--- src/rtl/lcd_nibble_receiver_pkg.sv ---
// lcd_pkg: shared states, command opcodes, control bit positions and line bases for the LCD receiver
package lcd_pkg;
  typedef enum logic [1:0] {INIT, RUN, CLEAR} state_t;
  localparam logic [7:0] CMD_CLEAR = 8'h01;
  localparam logic [7:0] CMD_HOME = 8'h02;
  localparam logic [7:0] CMD_ENTRY = 8'h04;
  localparam logic [7:0] CMD_FUNC = 8'h20;
  localparam logic [7:0] CMD_DDRAM = 8'h80;
  localparam int RS = 2;
  localparam int RW = 1;
  localparam int E = 0;
  localparam logic [6:0] LINE0_BASE = 7'h00;
  localparam logic [6:0] LINE1_BASE = 7'h40;
  function automatic logic [7:0] top_bit(input logic [7:0] b);
    top_bit = '0;
    for (int i = 0; i < 8; i++)
      if (b[i]) top_bit = 8'(1) << i;
  endfunction
endpackage

--- src/rtl/lcd_bus_sync.sv ---
// lcd_bus_sync: synchronises the LCD bus and strobes a sample on each falling edge of E
module lcd_bus_sync
  import lcd_pkg::*;
#(
  parameter int N = 2
) (
  input  logic       clk,
  input  logic       rst,
  input  logic [3:0] datain,
  input  logic [2:0] control,
  output logic [3:0] nib,
  output logic       rs,
  output logic       rw,
  output logic       e,
  output logic       stb
);
  logic [N-1:0][6:0] sr;
  logic e_q;
  // shift bus through the synchroniser chain and remember last synchronised E
  always_ff @(posedge clk or posedge rst)
    if (rst) begin
      sr <= '0;
      e_q <= 1'b0;
    end else begin
      sr <= {sr[N-2:0], datain, control};
      e_q <= e;
    end
  // sample values are whatever is synchronised in the E-fall cycle
  always_comb begin
    nib = sr[N-1][6:3];
    rs = sr[N-1][RS];
    rw = sr[N-1][RW];
    e = sr[N-1][E];
    stb = e_q & ~e;
  end
endmodule

--- src/rtl/lcd_nibble_receiver.sv ---
// lcd_nibble_receiver: HD44780-style 4-bit bus receiver with init handshake, command subset and DDRAM write port
module lcd_nibble_receiver
  import lcd_pkg::*;
#(
  parameter int SYNC_STAGES = 2,
  parameter int CLR_CYCLES = 32
) (
  input  logic       CLK,
  input  logic       RST,
  input  logic [3:0] datain,
  input  logic [2:0] control,
  output logic [3:0] rd_data,
  output logic       rd_oe,
  output logic [7:0] byte_out,
  output logic       byte_rs,
  output logic       byte_valid,
  output logic       ram_we,
  output logic [4:0] ram_addr,
  output logic [7:0] ram_wdata,
  output logic       busy,
  output logic       mode4
);
  logic [3:0] nib, hi_nib;
  logic rs, rw, e, stb, wr, rd, phase, hi_rs, inc;
  logic [4:0] addr;
  logic [15:0] cnt;
  logic [7:0] hb;
  logic [6:0] ddram;
  state_t state, nxt;
  lcd_bus_sync #(.N(SYNC_STAGES)) u_sync (
    .clk(CLK),
    .rst(RST),
    .datain(datain),
    .control(control),
    .nib(nib),
    .rs(rs),
    .rw(rw),
    .e(e),
    .stb(stb)
  );
  // next state, busy flag and read-back nibble
  always_comb begin
    wr = stb & ~rw;
    rd = stb & rw;
    hb = top_bit(byte_out);
    ddram = (addr[4] ? LINE1_BASE : LINE0_BASE) | {3'b000, addr[3:0]};
    nxt = state;
    if (state == INIT && wr && !rs && nib == CMD_FUNC[7:4]) nxt = RUN;
    if (state == RUN && byte_valid && !byte_rs && hb == CMD_CLEAR) nxt = CLEAR;
    if (state == CLEAR && cnt == 16'(CLR_CYCLES - 1)) nxt = RUN;
    busy = state == CLEAR;
    rd_oe = e & rw;
    rd_data = rd_oe ? (phase ? ddram[3:0] : {busy, ddram[6:4]}) : 4'h0;
  end
  // controller state register
  always_ff @(posedge CLK or posedge RST)
    if (RST) state <= INIT;
    else state <= nxt;
  // nibble pairing, command execution, address stepping and clear fill
  always_ff @(posedge CLK or posedge RST)
    if (RST) begin
      phase <= 1'b0;
      hi_nib <= '0;
      hi_rs <= 1'b0;
      addr <= '0;
      inc <= 1'b1;
      cnt <= '0;
      mode4 <= 1'b0;
      byte_out <= '0;
      byte_rs <= 1'b0;
      byte_valid <= 1'b0;
      ram_we <= 1'b0;
      ram_addr <= '0;
      ram_wdata <= '0;
    end else begin
      byte_valid <= 1'b0;
      ram_we <= 1'b0;
      cnt <= state == CLEAR ? cnt + 16'd1 : '0;
      if (state == INIT && nxt == RUN) mode4 <= 1'b1;
      if (state == RUN && wr && !phase) begin
        hi_nib <= nib;
        hi_rs <= rs;
        phase <= 1'b1;
      end
      if (state == RUN && wr && phase) begin
        byte_out <= {hi_nib, nib};
        byte_rs <= hi_rs;
        byte_valid <= 1'b1;
        phase <= 1'b0;
        ram_we <= hi_rs;
        ram_addr <= addr;
        ram_wdata <= {hi_nib, nib};
      end
      if (state != INIT && rd) phase <= ~phase;
      if (state == CLEAR && cnt < 16'd32) begin
        ram_we <= 1'b1;
        ram_addr <= cnt[4:0];
        ram_wdata <= 8'h20;
      end
      if (state == RUN && byte_valid) begin
        if (byte_rs) addr <= inc ? addr + 5'd1 : addr - 5'd1;
        else if (hb == CMD_DDRAM) addr <= {byte_out[6], byte_out[3:0]};
        else if (hb == CMD_ENTRY) inc <= byte_out[1];
        else if (hb == CMD_HOME) addr <= '0;
        else if (hb == CMD_CLEAR) begin
          addr <= '0;
          inc <= 1'b1;
        end
      end
    end
endmodule

--- config.mk ---
export PLATFORM = sky130hd
export DESIGN_NAME = lcd_nibble_receiver
export DESIGN_NICKNAME = d
export VERILOG_FILES = /design/src/rtl/lcd_nibble_receiver_pkg.sv /design/src/rtl/lcd_bus_sync.sv /design/src/rtl/lcd_nibble_receiver.sv
export SDC_FILE = /design/constraint.sdc
export NUM_CORES = 1
export LEC_CHECK = 0
export CORE_MARGIN = 4
export CORE_UTILIZATION = 49
export CTS_CLUSTER_SIZE = 40
export DETAILED_ROUTE_END_ITERATION = 10
export PLACE_DENSITY = 0.86
export SYNTH_ARGS = -nofsm -noshare
export SYNTH_HDL_FRONTEND = slang
export SYNTH_SLANG_ARGS = --single-unit
--- constraint.sdc ---
create_clock -name CLK -period 2 [get_ports CLK]
set_clock_uncertainty 0.1 [all_clocks]
set_input_delay 0.3 -clock CLK [delete_from_list [all_inputs] [get_ports CLK]]
set_output_delay 0.3 -clock CLK [all_outputs]
set_load 0.01 [all_outputs]
* Word-level counts from Yosys, hierarchy flattened
Cells that the tools add are included.
** Operators by class
- Multiplexer cells :: 34
- Magnitude comparators :: 1
- Add/subtract/negate cells :: 3
- Equal/unequal tests :: 11
- Reduce and logical (&&, ||, !) cells :: 24
- Bitwise gates (word level) :: 10
** Operators with widths (count)
- 2-to-1 mux 8 bit :: 9
- 2-to-1 mux 5 bit :: 8
- adder 16 x 1 -> 16 bit, second input constant :: 1
- == test 16 x 5 -> 1 bit, second input constant :: 1
- < comparator 16 x 6 -> 1 bit, second input constant :: 1
- 2-to-1 mux 16 bit :: 1
- logical AND 1 bit :: 13
- 2-to-1 mux 1 bit :: 10
- == test 8 x 1 -> 1 bit, second input constant :: 1
- == test 8 x 2 -> 1 bit, second input constant :: 1
- == test 8 x 3 -> 1 bit, second input constant :: 1
- == test 8 bit, second input constant :: 1
- 2-to-1 mux 4 bit :: 2
- 2-to-1 mux 7 bit :: 1
- OR 7 x 4 -> 7 bit :: 1
- 2-to-1 mux 2 bit :: 3
- nonzero test 2 bit :: 3
- adder 5 x 1 -> 5 bit, second input constant :: 1
- NOT 1 bit :: 5
- AND reduction 5 bit :: 1
- subtractor 5 x 1 -> 5 bit, second input constant :: 1
- bitwise AND 1 bit :: 4
- == test 2 x 1 -> 1 bit, second input constant :: 2
- == test 4 x 2 -> 1 bit, second input constant :: 1
- other kinds (8) :: 10
** Word-level totals
- Output and inout bits :: 31
- Logic and storage cells :: 100
- Bits in registers :: 70

* Longest topological paths before layout
Gate-level depths: netlist (run 1).
- Word-level depth :: 14
- Gate-level depth with buffers :: 8
- Depth with buffers taken out :: 7

* Hierarchy
Synthesis (run 1) repeated with hierarchy kept, for this count alone.
** Unflattened totals
- Cell total of the unflattened synthesis :: 284
- Area, all modules :: 2979.1 um^2
** By module, submodules not included
- lcd_nibble_receiver :: cells an instance 263, instances 1, area each 2556.2 um^2
- lcd_bus_sync :: cells an instance 21, instances 1, area each 422.9 um^2

* Worst setup path before layout (run 1)
OpenSTA, ideal clock, no wires.
- Kind :: flip-flop to flip-flop
- From :: reg inc
- To :: reg addr[4]
- Data required time :: 1.779 ns
- Slack :: -0.048 ns
- Cell stages (with the launch flop) :: 8
- Data arrival time :: 1.827 ns
- Cell sequence :: dfstp_2 -> inv_1 -> fa_1 -> a21o_1 -> a21oi_1 -> xnor2_1 -> o21ba_2 -> o22a_1
** On the way
- Longest elaborated chain between the ends :: 2
** Ends and longest elaborated chain
- from (decl) :: RTL line lcd_nibble_receiver.sv:24 : logic rs, rw, e, stb, wr, rd, phase, hi_rs, inc;
- from (signal assigned) :: RTL line lcd_nibble_receiver.sv:103 : else if (hb == CMD_ENTRY) inc <= byte_out[1];
- 2-to-1 mux 5 bit (2 in series) :: RTL line lcd_nibble_receiver.sv:101 : if (byte_rs) addr <= inc ? addr + 5'd1 : addr - 5'd1;
- to (signal assigned) :: RTL line lcd_nibble_receiver.sv:101
- to (signal assigned) :: RTL line lcd_nibble_receiver.sv:102 : else if (hb == CMD_DDRAM) addr <= {byte_out[6], byte_out[3:0]};
- to (decl) :: RTL line lcd_nibble_receiver.sv:25 : logic [4:0] addr;
Every way passes these cells.
A chain may end at the register's enable or synchronous reset.

* Worst setup path after layout (run 1)
- From :: reg phase
- To :: out rd_data[2]
** On the way
- Longest elaborated chain between the ends :: 2
** Ends and longest elaborated chain
- from (decl) :: RTL line lcd_nibble_receiver.sv:24
- from (signal assigned) :: RTL line lcd_nibble_receiver.sv:94 : if (state != INIT && rd) phase <= ~phase;
- 2-to-1 mux 4 bit (2 in series) :: RTL line lcd_nibble_receiver.sv:53 : rd_data = rd_oe ? (phase ? ddram[3:0] : {busy, ddram[6:4]}) : 4'h0;
- to (decl) :: RTL line lcd_nibble_receiver.sv:12 : output logic [3:0] rd_data,
Every way passes these cells.

==> metrics.md, run 1 <==
| Metric | Value |
|---|---|
| Status | `finished, final reports clean` |
| Core box area | `5642 sq um` |
| R2R Setup Slk | `about 40 ps` |
| # Max-Cap Violations | `0` |
| P_sw | `0.0008125 W` |
| Final net count | `approximately 340` |
| GRT Total Usage | `18.83%` |
| FF-to-FF Start | `inc` |
| Post-Route WL | `about 6000 microns` |
| FF-to-FF path depth | `7` |
| TritonCTS clock tree | `done` |
| Sw frac | `approximately 25%` |
| Placed cell count | `388` |
| ANT nets after route | `0` |
| Peak VDD IR | `621.6 uV` |
| Final period util | `98.55%` |
| Vias | `2223` |
| Clock Power Share | `between 30% and 40%` |
| Pin count of the biggest net entering global routing | `32` |
| Most numerous cell in the Yosys netlist | `dfrtp_1` |
| Cell area after layout | `3757 sq um` |
| Initial Util | `51.63%` |
| Distinct cell type count after synthesis | `38` |
| Final setup violation count | `0` |
| Hold crit path type | `input port to asynchronous set/reset pin` |
| R2R Path End | `addr[4]` |
| Area fraction of the dominant cell type after synthesis | `59.28%` |
| Cells after synthesis | `~270` |
| DP HPWL | `approximately 4400 microns` |
| Part of the power in registers | `between 40% and 50%` |
| Clock Tree Root | `clkbuf_8` |
| Die Width | `about 85 microns` |
| Internal | `roughly 0.0024 W` |
| Synth cell count leaders | `69 x dfrtp_1, 41 x nand2_1, 30 x nor2_1` |
| Placer congestion estimate | `around 0.81` |
| Syn_nets | `282` |
| Initial antenna violation count | `0` |
| Non-filler instance count after layout | `slightly above 400` |
| Endpoints failing hold | `0` |
| Slew margin rel. | `between 50% and 60%` |
| RSZ-0062 raised after global routing | `true` |
| Global-route wire length before repair | `10610 microns` |
| Number of synthesized flops with an enable pin | `0` |
| Die area | `between 7000 and 8000 sq um` |
| Crit path launch type | `flop` |
| Yosys warnings | `0` |
| Die Ht | `roughly 85 microns` |
| Slew Limit Fails | `0` |
| Wirelength per Cell | `15.20 microns` |
| I/O Buffers | `39` |
| Clock Path Buffers | `2` |
| Drt pass-1 iters | `4` |
| Layout cell share with drive strength beyond 1 | `16.52%` |
| Number of synthesized register bits | `70` |
| Part of the Yosys area used for sequential elements | `roughly three fifths` |
| Leakage | `1.778 nW` |
| Crit path max fanout | `4` |
| Critical path class | `flop to output port` |
| Post-Syn Area | `just under 3000 sq um` |
| Asr flop ratio synth | `100.0%` |
| PwrDens | `around 860 nW/um^2` |
| Predominant post-synthesis flop cell | `dfrtp_1` |
| Post-route DRC | `0` |
| Period minus WS final | `~2000 ps` |
| Vias per std cell | `5.489` |
| Syn_area_per_cell | `10.87 sq um` |
| Grt ovf | `0` |
| Layout filler cell count | `399` |
| Leading post-synthesis cells by cell area | `dfrtp_1 59%, nand2_1 5.3%, nor2_1 3.9%` |
| CP endpoint kind | `output port` |
| Ant. Diodes | `0` |
| Fin Hold WS | `between 200 and 250 ps` |
| Clock sinks | `70` |
| CTS HTree Levels | `3` |
| Drt initial violations | `roughly 140` |
| # hold bufs at CTS | `0` |
| Worst-Skew Late Latency | `about 350 ps` |
| Area after DPL | `about 3500 sq um` |
| CP required | `roughly 1600 ps` |
| Vias in the first global route | `roughly 2200` |
| Comb pwr share | `10.7%` |
| Slew @ Worst Pin | `684.7 ps` |
| Area grow syn2layout | `28.99%` |
| Critical Path AT | `approximately 1600 ps` |
| FP Rows | `27` |
| Fmax | `0.5073 GHz` |
| CTS Buf Count | `9` |
| Worst-path clk slew | `approximately 80 ps` |
| I/O pin total | `40` |
| Post-synth top area cell | `dfrtp_1` |
[kinds of logic (layout without fill, tap and decap cells)]
| kind of cell | Yosys count | count (layout) | share of synthesized area, % |
|---|---|---|---|
| simple gates | 103 | 103 | 16.24 |
| flops | 70 | 70 | 60.18 |
| compound gates | 47 | 47 | 10.78 |
| buf+inv | 19 | 84 | 2.706 |
| xor+xnor | 18 | 18 | 5.412 |
| mux | 6 | 6 | 2.277 |
| fa+ha+maj | 5 | 5 | 2.406 |
[stage by stage]
| step | util [%] | setup slack, ps | TNS, ps | power [W] |
|---|---|---|---|---|
| 2_1_floorplan | - | 7.252 | 0 | 0.001770 |
| 3_3_place_gp | 62.14 | 31.10 | 0 | 0.001924 |
| 3_5_place_dp | 62.14 | -24.28 | -24.28 | 0.001939 |
| 4_1_cts | 66.29 | 9.387 | 0 | 0.003251 |
| 5_1_grt | 66.60 | -42.74 | -105.8 | 0.003359 |
| 6_report | 66.60 | 28.95 | 0 | 0.003223 |
[per-layer routing]
layer	track usage [%]	wire [microns]	vias up
met3	4.660	419	10
li1	-	-	1035
met2	29.52	3020	78
met5	0	0	-
met4	10.36	135	0
met1	23.96	2578	1100
[final cells by class]
type / instances / area, sq um / share of cell area (%)
sequential: 70 / 1754 / 46.69
clock inverter: 7 / 102.6 / 2.731
timing repair buffer: 58 / 540.5 / 14.39
clock buffer: 9 / 123.9 / 3.297
inverter: 10 / 41.29 / 1.099
tap: 72 / 90.09 / 2.398
multi-input combinational: 179 / 1105 / 29.40
[power by group through the flow]
stage,Combinational [W],Clock (W),Sequential (W)
6_report,0.000346,0.00128,0.00159
5_1_grt,0.000379,0.00137,0.00161
4_1_cts,0.000350,0.00131,0.00159
3_5_place_dp,0.000314,0,0.00162
3_3_place_gp,0.000304,0,0.00162
2_1_floorplan,0.000168,0,0.00160
[critical path: stages (launching register included)]
cell and delay (ps):
dfrtp_2 450, mux2i_1 130, nor2_1 100, clkdlybuf4s50_1 540
[layout by cell type, fill, tap and decap left out, types with 2 or more instances in the layout]
cell,Yosys,routed
bufinv_16,0,2
clkdlybuf4s50_1,0,35
a22oi_1,3,3
xor2_1,11,11
inv_1,10,8
mux2_2,5,5
nor2b_1,2,2
clkbuf_8,0,9
nand2b_1,2,2
a21oi_2,0,2
nand2_1,41,41
nor3_1,3,3
nor4_1,3,3
a22o_1,4,4
a21o_1,7,7
dfrtp_1,69,68
inv_6,0,3
clkinvlp_4,0,2
buf_4,1,18
xnor2_1,7,6
o21ai_0,9,8
and2_1,2,2
and3_1,4,4
dlygate4sd2_1,0,4
ha_1,4,4
nand3_1,8,8
nand4_1,3,3
or4_4,2,2
nor2_1,30,30
a21oi_1,17,15
[worst max path at each step]
stage	start	slack, ps	cells past startpoint	endpoint
after floorplan	inc	7	7	addr[4]
after global placement	inc	30	7	addr[4]
after detailed placement	inc	-20	7	addr[4]
after CTS	inc	9	7	addr[4]
after global routing	inc	-40	8	addr[3]
final	phase	30	3	rd_data[2]
[sequential cells by signal (all words and copies together) (netlist names), 4 cells and up]
signal and cells:
cnt 16, byte_out 8, ram_addr 5, hi_nib 4
ram_wdata 8, addr 5, u_sync.nib 4, u_sync.sr 7
[what timing repair did]
item / 4_1_cts / 5_1_grt
gates resized for setup: 6 / 5
buffers inserted: 1 / 0
gates cloned: 0 / 0
hold endpoints to repair: 0 / 0
pin swaps: 1 / 1
endpoints found under the setup margin: 6 / 4
Note: power is estimated with default switching activity, not from simulation.
==> inputs of run 2 (changes only) <==
CORE_ASPECT_RATIO = 1.5   (was default)
==> metrics.md, run 2 (same netlist as run 1, synthesis figures left out) <==
| Metric | Value |
|---|---|
| Status | `finished, final reports clean` |
| Core box area | `5786 sq um (+2.6%)` |
| Wirelength per Cell | `15.31 microns (+0.75%)` |
| Worst Path Buf+Inv | `1 (unchanged)` |
| Leakage | `1.774 nW (-0.23%)` |
| CTS Buf Count | `9 (unchanged)` |
| Worst-Skew Late Latency | `340 ps (about the same)` |
| Final net count | `342 (unchanged)` |
| Placer congestion estimate | `0.8404 (+3.6%)` |
| FF-to-FF Start | `inc` |
| PwrDens | `842.4 nW/um^2 (-1.8%)` |
| Ant. Diodes | `0 (unchanged)` |
| TritonCTS clock tree | `done` |
| Grt ovf | `0 (unchanged)` |
| DP HPWL | `4496 microns (+1.7%)` |
| Slew margin rel. | `70.62% (+16 points)` |
| Post-Route WL | `6185 microns (+0.50%)` |
| FP Rows | `34 (+26%)` |
| Die Ht | `102.4 microns (+20%)` |
| RSZ-0062 raised after global routing | `true` |
| Final period util | `98.52% (about the same)` |
| Largest registers | `cnt (16), byte_out (8), ram_wdata (8)` |
| FF-to-FF path depth | `7 (unchanged)` |
| CP required | `2130 ps (+530 ps)` |
| Slew Limit Fails | `0 (unchanged)` |
| Hold crit path type | `input port to asynchronous set/reset pin` |
| Number of flip-flops in the largest register | `16 (unchanged)` |
| P_sw | `0.0007596 W (-6.5%)` |
| GRT Total Usage | `18.92% (+0.086 points)` |
| Sw frac | `24.03% (-1.2 points)` |
| Reg with most FFs | `cnt` |
| Vias | `2156 (-3.0%)` |
| Crit path max fanout | `3 (-1)` |
| ANT nets after route | `0 (unchanged)` |
| Non-filler instance count after layout | `404 (-0.25%)` |
| Placed cell count | `386 (-0.52%)` |
| Vias in the first global route | `2241 (+0.76%)` |
| Initial antenna violation count | `0 (unchanged)` |
| Critical Path, Cell by Cell | `inv_2 -> fa_2 -> a21o_1 -> a21oi_2 -> xnor2_1 -> o21ba_2 -> o22a_1` |
| Die Width | `70.95 microns (-17%)` |
| R2R Path End | `addr[4]` |
| I/O Buffers | `39 (unchanged)` |
| Layout filler cell count | `449 (+13%)` |
| Peak VDD IR | `539.3 uV (-13%)` |
| Part of the power in registers | `50.2% (+0.8 points)` |
| Drt initial violations | `114 (-21%)` |
| R2R Setup Slk | `30 ps (about the same)` |
| Global-route wire length before repair | `10630 microns (+0.25%)` |
| Drt pass-1 iters | `4 (unchanged)` |
| Internal | `0.002402 W (-0.37%)` |
| Clock sinks | `70 (unchanged)` |
| Commonest non-fill, non-tap cell in the layout | `dfrtp_1` |
| I/O pin total | `40 (unchanged)` |
| CTS HTree Levels | `3 (unchanged)` |
| Most frequent cells in the layout | `68 x dfrtp_1, 41 x nand2_1, 34 x clkdlybuf4s50_1, 30 x nor2_1, 17 x buf_4` |
| Delay-heaviest family, CP | `compound AO/OA/AOI/OAI gates` |
| Worst-path clk slew | `70 ps (about the same)` |
| Final setup violation count | `0 (unchanged)` |
| Vias per std cell | `5.337 (-2.8%)` |
| Comb pwr share | `11.6% (+0.9 points)` |
| Fmax | `0.5075 GHz (about the same)` |
| Period minus WS final | `1970 ps (-0.5783 ps)` |
| Area grow syn2layout | `28.82%` |
| Number of cells on the critical path | `7 (+4)` |
| Layout cell share with drive strength beyond 1 | `15.66% (-0.85 points)` |
| Clock Path Buffers | `2 (unchanged)` |
| Die area | `7267 sq um (+0.35%)` |
| Post-route DRC | `0 (unchanged)` |
| Pin count of the biggest net entering global routing | `39 (+22%)` |
| Setup WS post-layout | `29.52 ps (+0.5783 ps)` |
| Slowest cell on crit path | `dfstp_2` |
| CP endpoint kind | `flop` |
| Crit path launch type | `flop` |
| Slew @ Worst Pin | `439.1 ps (-245.6 ps)` |
| Critical Path AT | `2100 ps (+530 ps)` |
| Critical Path Max Stage Delay | `540 ps (about the same)` |
| Worst setup path end | `addr[4]` |
| DP Worst Slack | `-13.83 ps (+10.44 ps)` |
| Clock Power Share | `38.1% (-1.8 points)` |
| Endpoints failing hold | `0 (unchanged)` |
| # Max-Cap Violations | `0 (unchanged)` |
| Critical path class | `flop to flop` |
| Clock Tree Root | `clkbuf_8` |
| Initial Util | `50.35% (-1.3 points)` |
| Crit path from | `inc` |
==> run 2: layer usage <==
layer  GRT usage, %  up-vias  wire (microns)
li1               -     1029               -
met1          22.34     1064            2509
met2          32.45       49            3274
met3          5.709       14             271
met4          7.236        0             129
met5              0        -               0
==> run 2: layout make-up <==
cell class                      count  area [sq um]  share of cell area [%]
Clock inverter                      6         87.58                   2.334
Tap cell                           72         90.09                   2.401
Inverter                           10         41.29                   1.100
Sequential cell                    70          1754                   46.75
Timing Repair Buffer               58         555.5                   14.80
Multi-Input combinational cell    179          1100                   29.31
Clock buffer                        9         123.9                   3.301
==> run 2: timing repair <==
action                     4_1_cts  5_1_grt
hold buffers                     0        0
buffers inserted                 1        2
setup endpoints to repair        6        5
pin swaps                        0        3
gates resized for setup          8        3
==> run 2: how the worst min path moves through the flow <==
| stage | start | to | slack (ps) | cells after the start |
|---|---|---|---|---|
| after floorplan | u_sync.sr[0] | u_sync.e | 230 | 0 |
| after global placement | u_sync.sr[6] | u_sync.nib[3] | 230 | 0 |
| after detailed placement | u_sync.sr[6] | u_sync.nib[3] | 230 | 0 |
| after CTS | RST | cnt[13] | 150 | 2 |
| after global routing | RST | cnt[13] | 160 | 2 |
| final | RST | cnt[13] | 160 | 2 |
==> run 2: power by group through the flow <==
stage                     Combinational (W)  Clock (W)  Sequential, W
after floorplan                    0.000168          0        0.00160
after global placement             0.000310          0        0.00162
after detailed placement           0.000323          0        0.00162
after CTS                          0.000327    0.00124        0.00160
after global routing               0.000401    0.00129        0.00160
final                              0.000368    0.00121        0.00159
==> run 2: metrics by stage <==
| step | util [%] | area, sq um | power, W | hold WS [ps] | setup TNS [ps] |
|---|---|---|---|---|---|
| 6_report | 64.86 | 3752 | 0.003161 | 162.3 | 0 |
| 4_1_cts | 64.38 | 3725 | 0.003160 | 153.2 | 0 |
| 3_3_place_gp | 60.55 | 3503 | 0.001925 | 232.9 | 0 |
| 5_1_grt | 64.86 | 3752 | 0.003296 | 164.8 | -11.47 |
| 2_1_floorplan | - | 2919 | 0.001770 | 231.2 | 0 |
| 3_5_place_dp | 60.55 | 3503 | 0.001945 | 234.7 | -13.83 |
